===== src/rtl/plcp_pkg.sv =====
// Shared definitions for the DSSS PLCP receive/transmit path: FSM encoding,
// error codes, CRC-16 constants and header field layout.
package plcp_pkg;

  typedef enum logic [2:0] {
    ST_IDLE       = 3'd0,
    ST_SFD_SEARCH = 3'd1,
    ST_HEADER     = 3'd2,
    ST_CHECK      = 3'd3,
    ST_PSDU       = 3'd4,
    ST_DONE       = 3'd5
  } plcp_state_t;

  localparam logic [1:0] ERR_SFD_TIMEOUT = 2'd0;
  localparam logic [1:0] ERR_CRC         = 2'd1;
  localparam logic [1:0] ERR_SIGNAL      = 2'd2;
  localparam logic [1:0] ERR_LENGTH      = 2'd3;

  // x^16 + x^12 + x^5 + 1
  localparam logic [15:0] CRC_POLY   = 16'h1021;
  localparam logic [15:0] CRC_PRESET = 16'hFFFF;

  localparam logic [5:0] HDR_SIGNAL_OFS  = 6'd0;
  localparam logic [5:0] HDR_SERVICE_OFS = 6'd8;
  localparam logic [5:0] HDR_LENGTH_OFS  = 6'd16;
  localparam logic [5:0] HDR_CRC_OFS     = 6'd32;
  localparam logic [5:0] HDR_LAST_BIT    = 6'd47;

  function automatic logic [15:0] crc16_step(input logic [15:0] crc, input logic din);
    logic fb;
    fb = crc[15] ^ din;
    return {crc[14:0], 1'b0} ^ (fb ? CRC_POLY : 16'h0000);
  endfunction

endpackage


===== src/rtl/crc16_ccitt_serial.sv =====
// Bit-serial CRC-16-CCITT engine; init reloads the preset, en folds in one bit.
module crc16_ccitt_serial
  import plcp_pkg::*;
(
  input  logic        clk,
  input  logic        reset,
  input  logic        init,
  input  logic        en,
  input  logic        din,
  output logic [15:0] crc
);

  always_ff @(posedge clk or posedge reset) begin
    if (reset) begin
      crc <= CRC_PRESET;
    end else if (init) begin
      crc <= CRC_PRESET;
    end else if (en) begin
      crc <= crc16_step(crc, din);
    end
  end

endmodule


===== src/rtl/plcp_rx_controller.sv =====
// 1 Mbps DSSS PLCP receive sequencer: SFD search, header capture/check,
// PSDU gating, and ownership of the preamble detector enable.
module plcp_rx_controller
  import plcp_pkg::*;
#(
  parameter logic [15:0] SFD_PATTERN = 16'hF3A0,
  parameter int          SFD_TIMEOUT = 64,
  parameter logic [7:0]  SIGNAL_1M   = 8'h0A,
  parameter logic [15:0] MAX_LEN     = 16'd20000
) (
  input  logic        clk,
  input  logic        reset,
  input  logic        data_bit,
  input  logic        bit_strobe,
  input  logic        preamble_detected,
  output logic        detector_enable,
  output logic        rx_busy,
  output logic        sfd_found,
  output logic [7:0]  signal_field,
  output logic [7:0]  service_field,
  output logic [15:0] length_field,
  output logic        hdr_valid,
  output logic        psdu_bit,
  output logic        psdu_valid,
  output logic        frame_done,
  output logic        frame_error,
  output logic [1:0]  err_code
);

  localparam int SFD_CNT_W = $clog2(SFD_TIMEOUT + 1);
  localparam logic [SFD_CNT_W-1:0] SFD_LIMIT = SFD_CNT_W'(SFD_TIMEOUT);

  plcp_state_t state_reg, state_next;

  logic [15:0]          shift_reg, shift_next;
  logic [SFD_CNT_W-1:0] sfd_cnt_reg, sfd_cnt_next;
  logic [5:0]           hdr_cnt_reg, hdr_cnt_next;
  logic [15:0]          rem_reg, rem_next;
  logic [15:0]          rx_crc_reg, rx_crc_next;
  logic [7:0]           signal_reg, signal_next;
  logic [7:0]           service_reg, service_next;
  logic [15:0]          length_reg, length_next;
  logic [1:0]           err_reg, err_next;

  logic sfd_found_reg, sfd_found_next;
  logic hdr_valid_reg, hdr_valid_next;
  logic psdu_valid_reg, psdu_valid_next;
  logic psdu_bit_reg, psdu_bit_next;
  logic frame_done_reg, frame_done_next;
  logic frame_error_reg, frame_error_next;

  logic        crc_init;
  logic        crc_en;
  logic [15:0] crc_val;

  crc16_ccitt_serial u_crc (
    .clk   (clk),
    .reset (reset),
    .init  (crc_init),
    .en    (crc_en),
    .din   (data_bit),
    .crc   (crc_val)
  );

  always_ff @(posedge clk or posedge reset) begin
    if (reset) begin
      state_reg       <= ST_IDLE;
      shift_reg       <= '0;
      sfd_cnt_reg     <= '0;
      hdr_cnt_reg     <= '0;
      rem_reg         <= '0;
      rx_crc_reg      <= '0;
      signal_reg      <= '0;
      service_reg     <= '0;
      length_reg      <= '0;
      err_reg         <= '0;
      sfd_found_reg   <= 1'b0;
      hdr_valid_reg   <= 1'b0;
      psdu_valid_reg  <= 1'b0;
      psdu_bit_reg    <= 1'b0;
      frame_done_reg  <= 1'b0;
      frame_error_reg <= 1'b0;
    end else begin
      state_reg       <= state_next;
      shift_reg       <= shift_next;
      sfd_cnt_reg     <= sfd_cnt_next;
      hdr_cnt_reg     <= hdr_cnt_next;
      rem_reg         <= rem_next;
      rx_crc_reg      <= rx_crc_next;
      signal_reg      <= signal_next;
      service_reg     <= service_next;
      length_reg      <= length_next;
      err_reg         <= err_next;
      sfd_found_reg   <= sfd_found_next;
      hdr_valid_reg   <= hdr_valid_next;
      psdu_valid_reg  <= psdu_valid_next;
      psdu_bit_reg    <= psdu_bit_next;
      frame_done_reg  <= frame_done_next;
      frame_error_reg <= frame_error_next;
    end
  end

  always_comb begin
    state_next       = state_reg;
    shift_next       = shift_reg;
    sfd_cnt_next     = sfd_cnt_reg;
    hdr_cnt_next     = hdr_cnt_reg;
    rem_next         = rem_reg;
    rx_crc_next      = rx_crc_reg;
    signal_next      = signal_reg;
    service_next     = service_reg;
    length_next      = length_reg;
    err_next         = err_reg;
    sfd_found_next   = 1'b0;
    hdr_valid_next   = 1'b0;
    psdu_valid_next  = 1'b0;
    psdu_bit_next    = 1'b0;
    frame_done_next  = 1'b0;
    frame_error_next = 1'b0;
    crc_init         = 1'b0;
    crc_en           = 1'b0;

    unique case (state_reg)
      ST_IDLE: begin
        if (preamble_detected) begin
          state_next    = ST_SFD_SEARCH;
          shift_next    = '0;
          sfd_cnt_next  = '0;
          signal_next   = '0;
          service_next  = '0;
          length_next   = '0;
          crc_init      = 1'b1;
        end
      end

      ST_SFD_SEARCH: begin
        if (bit_strobe) begin
          shift_next   = {data_bit, shift_reg[15:1]};
          sfd_cnt_next = sfd_cnt_reg + SFD_CNT_W'(1);
          // A match on the final allowed strobe still wins over the timeout.
          if (shift_next == SFD_PATTERN) begin
            state_next     = ST_HEADER;
            sfd_found_next = 1'b1;
            hdr_cnt_next   = '0;
          end else if (sfd_cnt_next == SFD_LIMIT) begin
            state_next       = ST_IDLE;
            frame_error_next = 1'b1;
            err_next         = ERR_SFD_TIMEOUT;
          end
        end
      end

      ST_HEADER: begin
        if (bit_strobe) begin
          hdr_cnt_next = hdr_cnt_reg + 6'd1;
          if (hdr_cnt_reg < HDR_CRC_OFS) begin
            crc_en = 1'b1;
          end
          if (hdr_cnt_reg < HDR_SERVICE_OFS) begin
            signal_next = {data_bit, signal_reg[7:1]};
          end else if (hdr_cnt_reg < HDR_LENGTH_OFS) begin
            service_next = {data_bit, service_reg[7:1]};
          end else if (hdr_cnt_reg < HDR_CRC_OFS) begin
            length_next = {data_bit, length_reg[15:1]};
          end else begin
            // Received CRC arrives MSB first.
            rx_crc_next = {rx_crc_reg[14:0], data_bit};
          end
          if (hdr_cnt_reg == HDR_LAST_BIT) begin
            state_next = ST_CHECK;
          end
        end
      end

      ST_CHECK: begin
        state_next       = ST_IDLE;
        frame_error_next = 1'b1;
        if (~crc_val != rx_crc_reg) begin
          err_next = ERR_CRC;
        end else if (signal_reg != SIGNAL_1M) begin
          err_next = ERR_SIGNAL;
        end else if (length_reg == 16'd0 || length_reg > MAX_LEN) begin
          err_next = ERR_LENGTH;
        end else begin
          frame_error_next = 1'b0;
          hdr_valid_next   = 1'b1;
          rem_next         = length_reg;
          state_next       = ST_PSDU;
        end
      end

      ST_PSDU: begin
        if (bit_strobe) begin
          psdu_valid_next = 1'b1;
          psdu_bit_next   = data_bit;
          if (rem_reg != 16'd0) begin
            rem_next = rem_reg - 16'd1;
          end
          if (rem_reg <= 16'd1) begin
            state_next = ST_DONE;
          end
        end
      end

      ST_DONE: begin
        frame_done_next = 1'b1;
        state_next      = ST_IDLE;
      end

      default: begin
        state_next = ST_IDLE;
      end
    endcase
  end

  assign detector_enable = (state_reg == ST_IDLE);
  assign rx_busy         = (state_reg != ST_IDLE);
  assign sfd_found       = sfd_found_reg;
  assign signal_field    = signal_reg;
  assign service_field   = service_reg;
  assign length_field    = length_reg;
  assign hdr_valid       = hdr_valid_reg;
  assign psdu_bit        = psdu_bit_reg;
  assign psdu_valid      = psdu_valid_reg;
  assign frame_done      = frame_done_reg;
  assign frame_error     = frame_error_reg;
  assign err_code        = err_reg;

endmodule


===== config.mk =====
export PLATFORM = sky130hd
export DESIGN_NAME = plcp_rx_controller
export DESIGN_NICKNAME = d
export VERILOG_FILES = /design/src/rtl/plcp_pkg.sv /design/src/rtl/crc16_ccitt_serial.sv /design/src/rtl/plcp_rx_controller.sv
export SDC_FILE = /design/constraint.sdc
export NUM_CORES = 1
export LEC_CHECK = 0
export BUFFER_PORTS_ARGS = -buffer_cell sky130_fd_sc_hd__buf_2
export CAP_MARGIN = 15
export CORE_AREA = 2 2 114 116
export CTS_BUF_LIST = sky130_fd_sc_hd__clkbuf_4
export DETAILED_ROUTE_END_ITERATION = 8
export DIE_AREA = 0 0 116 118
export GPL_TIMING_DRIVEN = 0
export PLACE_DENSITY = 0.7
export SYNTH_ARGS = -nofsm -noshare
export SYNTH_HDL_FRONTEND = slang
export SYNTH_SLANG_ARGS = --single-unit

===== constraint.sdc =====
create_clock -name clk -period 7.8 [get_ports clk]
set_input_delay 0.39 -clock clk [delete_from_list [all_inputs] [get_ports clk]]
set_output_delay 0.39 -clock clk [all_outputs]
set_load 0.005 [all_outputs]

==> reports/qor.yml <==
run_status:
  status: "complete, no violations"
global_routing:
  grt_pass1_vias: 4673
  grt_pass1_wl_mm: 23.2
  grt_overflow: 0
  grt_max_degree: 100
  antenna_found_initial: 1
  grtUsageTotal: 0.214
yosys:
  yosysMostFrequentCell: "nand2_1"
  syn_inst: 624
  synth_edf_count: 0
  syn_avg_cell_area_um2: 9.34
  yosys_warnings: 0
  ys_seq_area_frac: 0.514
  ys_ff_latch: 119
  async_flop_share: 1.00
  yosysUniqueCellTypes: 61
  synthTopCellsByArea: "dfrtp_1 44%, nand2_1 9.4%, dfstp_2 7.2%, o21ai_0 5.8%, nand3_1 3.9%"
  synth_top_area_frac: 0.442
  synth_top_area_cell: "dfrtp_1"
  syn-num-nets: 634
  synth_common_cells: "146 x nand2_1, 103 x dfrtp_1, 68 x o21ai_0"
  syn_area_um2: 5830
  synth-main-ff-cell: "dfrtp_1"
detailed_routing:
  drt_iter0_markers: 585
  avgRoutedWirePerCell_um: 15.8
  post-route-drc-count: 0
  dr.pass1.iters: 5
  ant_nets: 0
  vias: 4903
  routed_wl_mm: 13.9
  vias_per_cell: 5.59
sta:
  hold_viol: 0
  post-route-period-util: 0.355
  fin_skew_ns: 0.0147
  rsz0062_at_grt: "no"
  maxSlewViolCount: 0
  fin_crit_ns: 2.77
  fin_setup_tns_ns: 0
  slew_headroom: 0.398
  worst_pin_slew_ns: 0.901
  fmax_mhz: 361
  setup_violations: 0
hold_path:
  min_path_type: "input port to flip-flop"
final_layout:
  area_growth_pct: 13.4
  final_nets: 701
  final_cells: 877
  multiInputGateArea_um2: 2620
  drive_above_1_share: 0.196
  final_cell_area_um2: 6610
  final-seq-area_um2: 3000
  fillers: 1152
worst_setup_path:
  crit_type: "flip-flop to flip-flop"
  crit_buf_inv: 0
  start_kind: "flip-flop"
  cp_max_fo: 10
  cp.required_ns: 8.22
  cp_top_family: "simple AND/OR/NAND/NOR gates"
  slowest_delay_ns: 0.62
  arrival_ns: 3.19
  slowest_stage: "nor4_4"
  crit_chain: "or4_1, nor2_2, a41oi_2, nor4_4, nor2_1, o221ai_1"
  endpoint_kind: "flip-flop"
placed_design:
  postPlaceCellArea_um2: 6310
  gp_congestion: 0.918
  placed_cells: 843
  hpwlAfterDp_mm: 9.63
  place.port_buffers: 46
floorplan:
  die_y_um: 118
  die_area_um2: 13700
  pin_count: 47
  row_count: 41
  initial_utilization: 0.470
  core_um2: 12400
  die_x_um: 116
clock_network:
  htree_levels: 4
  cts_tree: "done"
  post_cts_buffers: 0
  cts_root_buffer: "clkbuf_4"
  cts_buffer_depth: 2
  cts.sinks: 119
  clk_pin_slew_ns: 0.10
  cts_buffers: 17
  clock_latency_ns: 0.53
  ctsResizeCount: 0
run:
  max-cap-violations: 0
power:
  power_density_nw_per_um2: 202
  p_leak_nw: 2.99
  vdd_drop_max_uv: 109
cells in the final DEF (no fill, tap or decap), drive strengths merged, types with 5 or more instances in the layout:
cell type	n
dfrtp	103
nor2	27
o21ai	70
nand4	7
xnor2	21
nand3	45
nand2	146
clkinvlp	6
inv	12
or4	6
mux2	18
ha	5
nor3	19
clkbuf	45
a21oi	12
dfstp	16
a31oi	5
o22ai	5
buf	52
clkinv	6
nor4	17
area by class of cell:
type                    instances  share of cell area
diodes                          1            0.000379
plain buffers                  33              0.0256
clock buffers                  17              0.0193
clock inverters                15              0.0244
inverters                      12             0.00757
multi-input cells             460               0.396
flip-flops and latches        119               0.454
well taps                     172              0.0326
repair buffers                 48              0.0405
path summary, 6_finish.rpt:
check                           slack [ns]  cells after the start               end              start
worst min-delay path                  0.19                      3     u_crc.crc[12]  preamble_detected
worst max register to register        5.03                      6        rem_reg[4]    length_field[3]
worst max-delay path                  5.03                      6        rem_reg[4]    length_field[3]
max in group asynchronous             6.70                      4  service_field[4]              reset
worst min register to register        0.50                      1        rem_reg[7]         rem_reg[7]
min in group asynchronous             0.34                      3        psdu_valid              reset
cell families (layout without fill, tap and decap cells):
family / Yosys count / in the layout / share of synthesized area
simple gates: 294 / 294 / 0.240
flops: 119 / 119 / 0.514
compound gates: 118 / 118 / 0.126
buf+inv: 45 / 125 / 0.0367
xor+xnor: 24 / 24 / 0.0361
mux: 19 / 19 / 0.0365
fa+ha+maj: 5 / 5 / 0.0107
other cells: 0 / 1 / 0
worst min-delay path: stages:
cell and delay [ns]:
buf_2 0.13, a21oi_1 0.12, mux2i_1 0.08
repair_timing:
item                       in CTS  in global routing
hold buffers                    1                  0
setup endpoints to repair       0                  0
hold endpoints to repair       20                  0
metal layers:
layer  part of all wire  track usage
met5                  0            0
met3              0.039       0.0536
met2               0.47        0.326
met1               0.47        0.300
met4              0.013       0.0662
through the flow:
stage	hold slack [ns]	utilization	power, mW	setup slack [ns]
4_1_cts	0.157	0.532	1.35	5.07
5_1_grt	0.150	0.532	1.41	4.86
2_1_floorplan	0.448	-	0.837	4.28
3_5_place_dp	0.350	0.508	0.895	5.11
6_report	0.187	0.532	1.33	5.03
3_3_place_gp	0.461	0.506	0.884	3.02
power breakdown:
| part | total, mW | switching, mW | internal (mW) |
|---|---|---|---|
| Clock | 0.449 | 0.233 | 0.216 |
| Sequential | 0.712 | 0.0439 | 0.669 |
| Combinational | 0.172 | 0.116 | 0.0559 |
| Total | 1.33 | 0.392 | 0.941 |
Power figures use the tool's default switching activity.
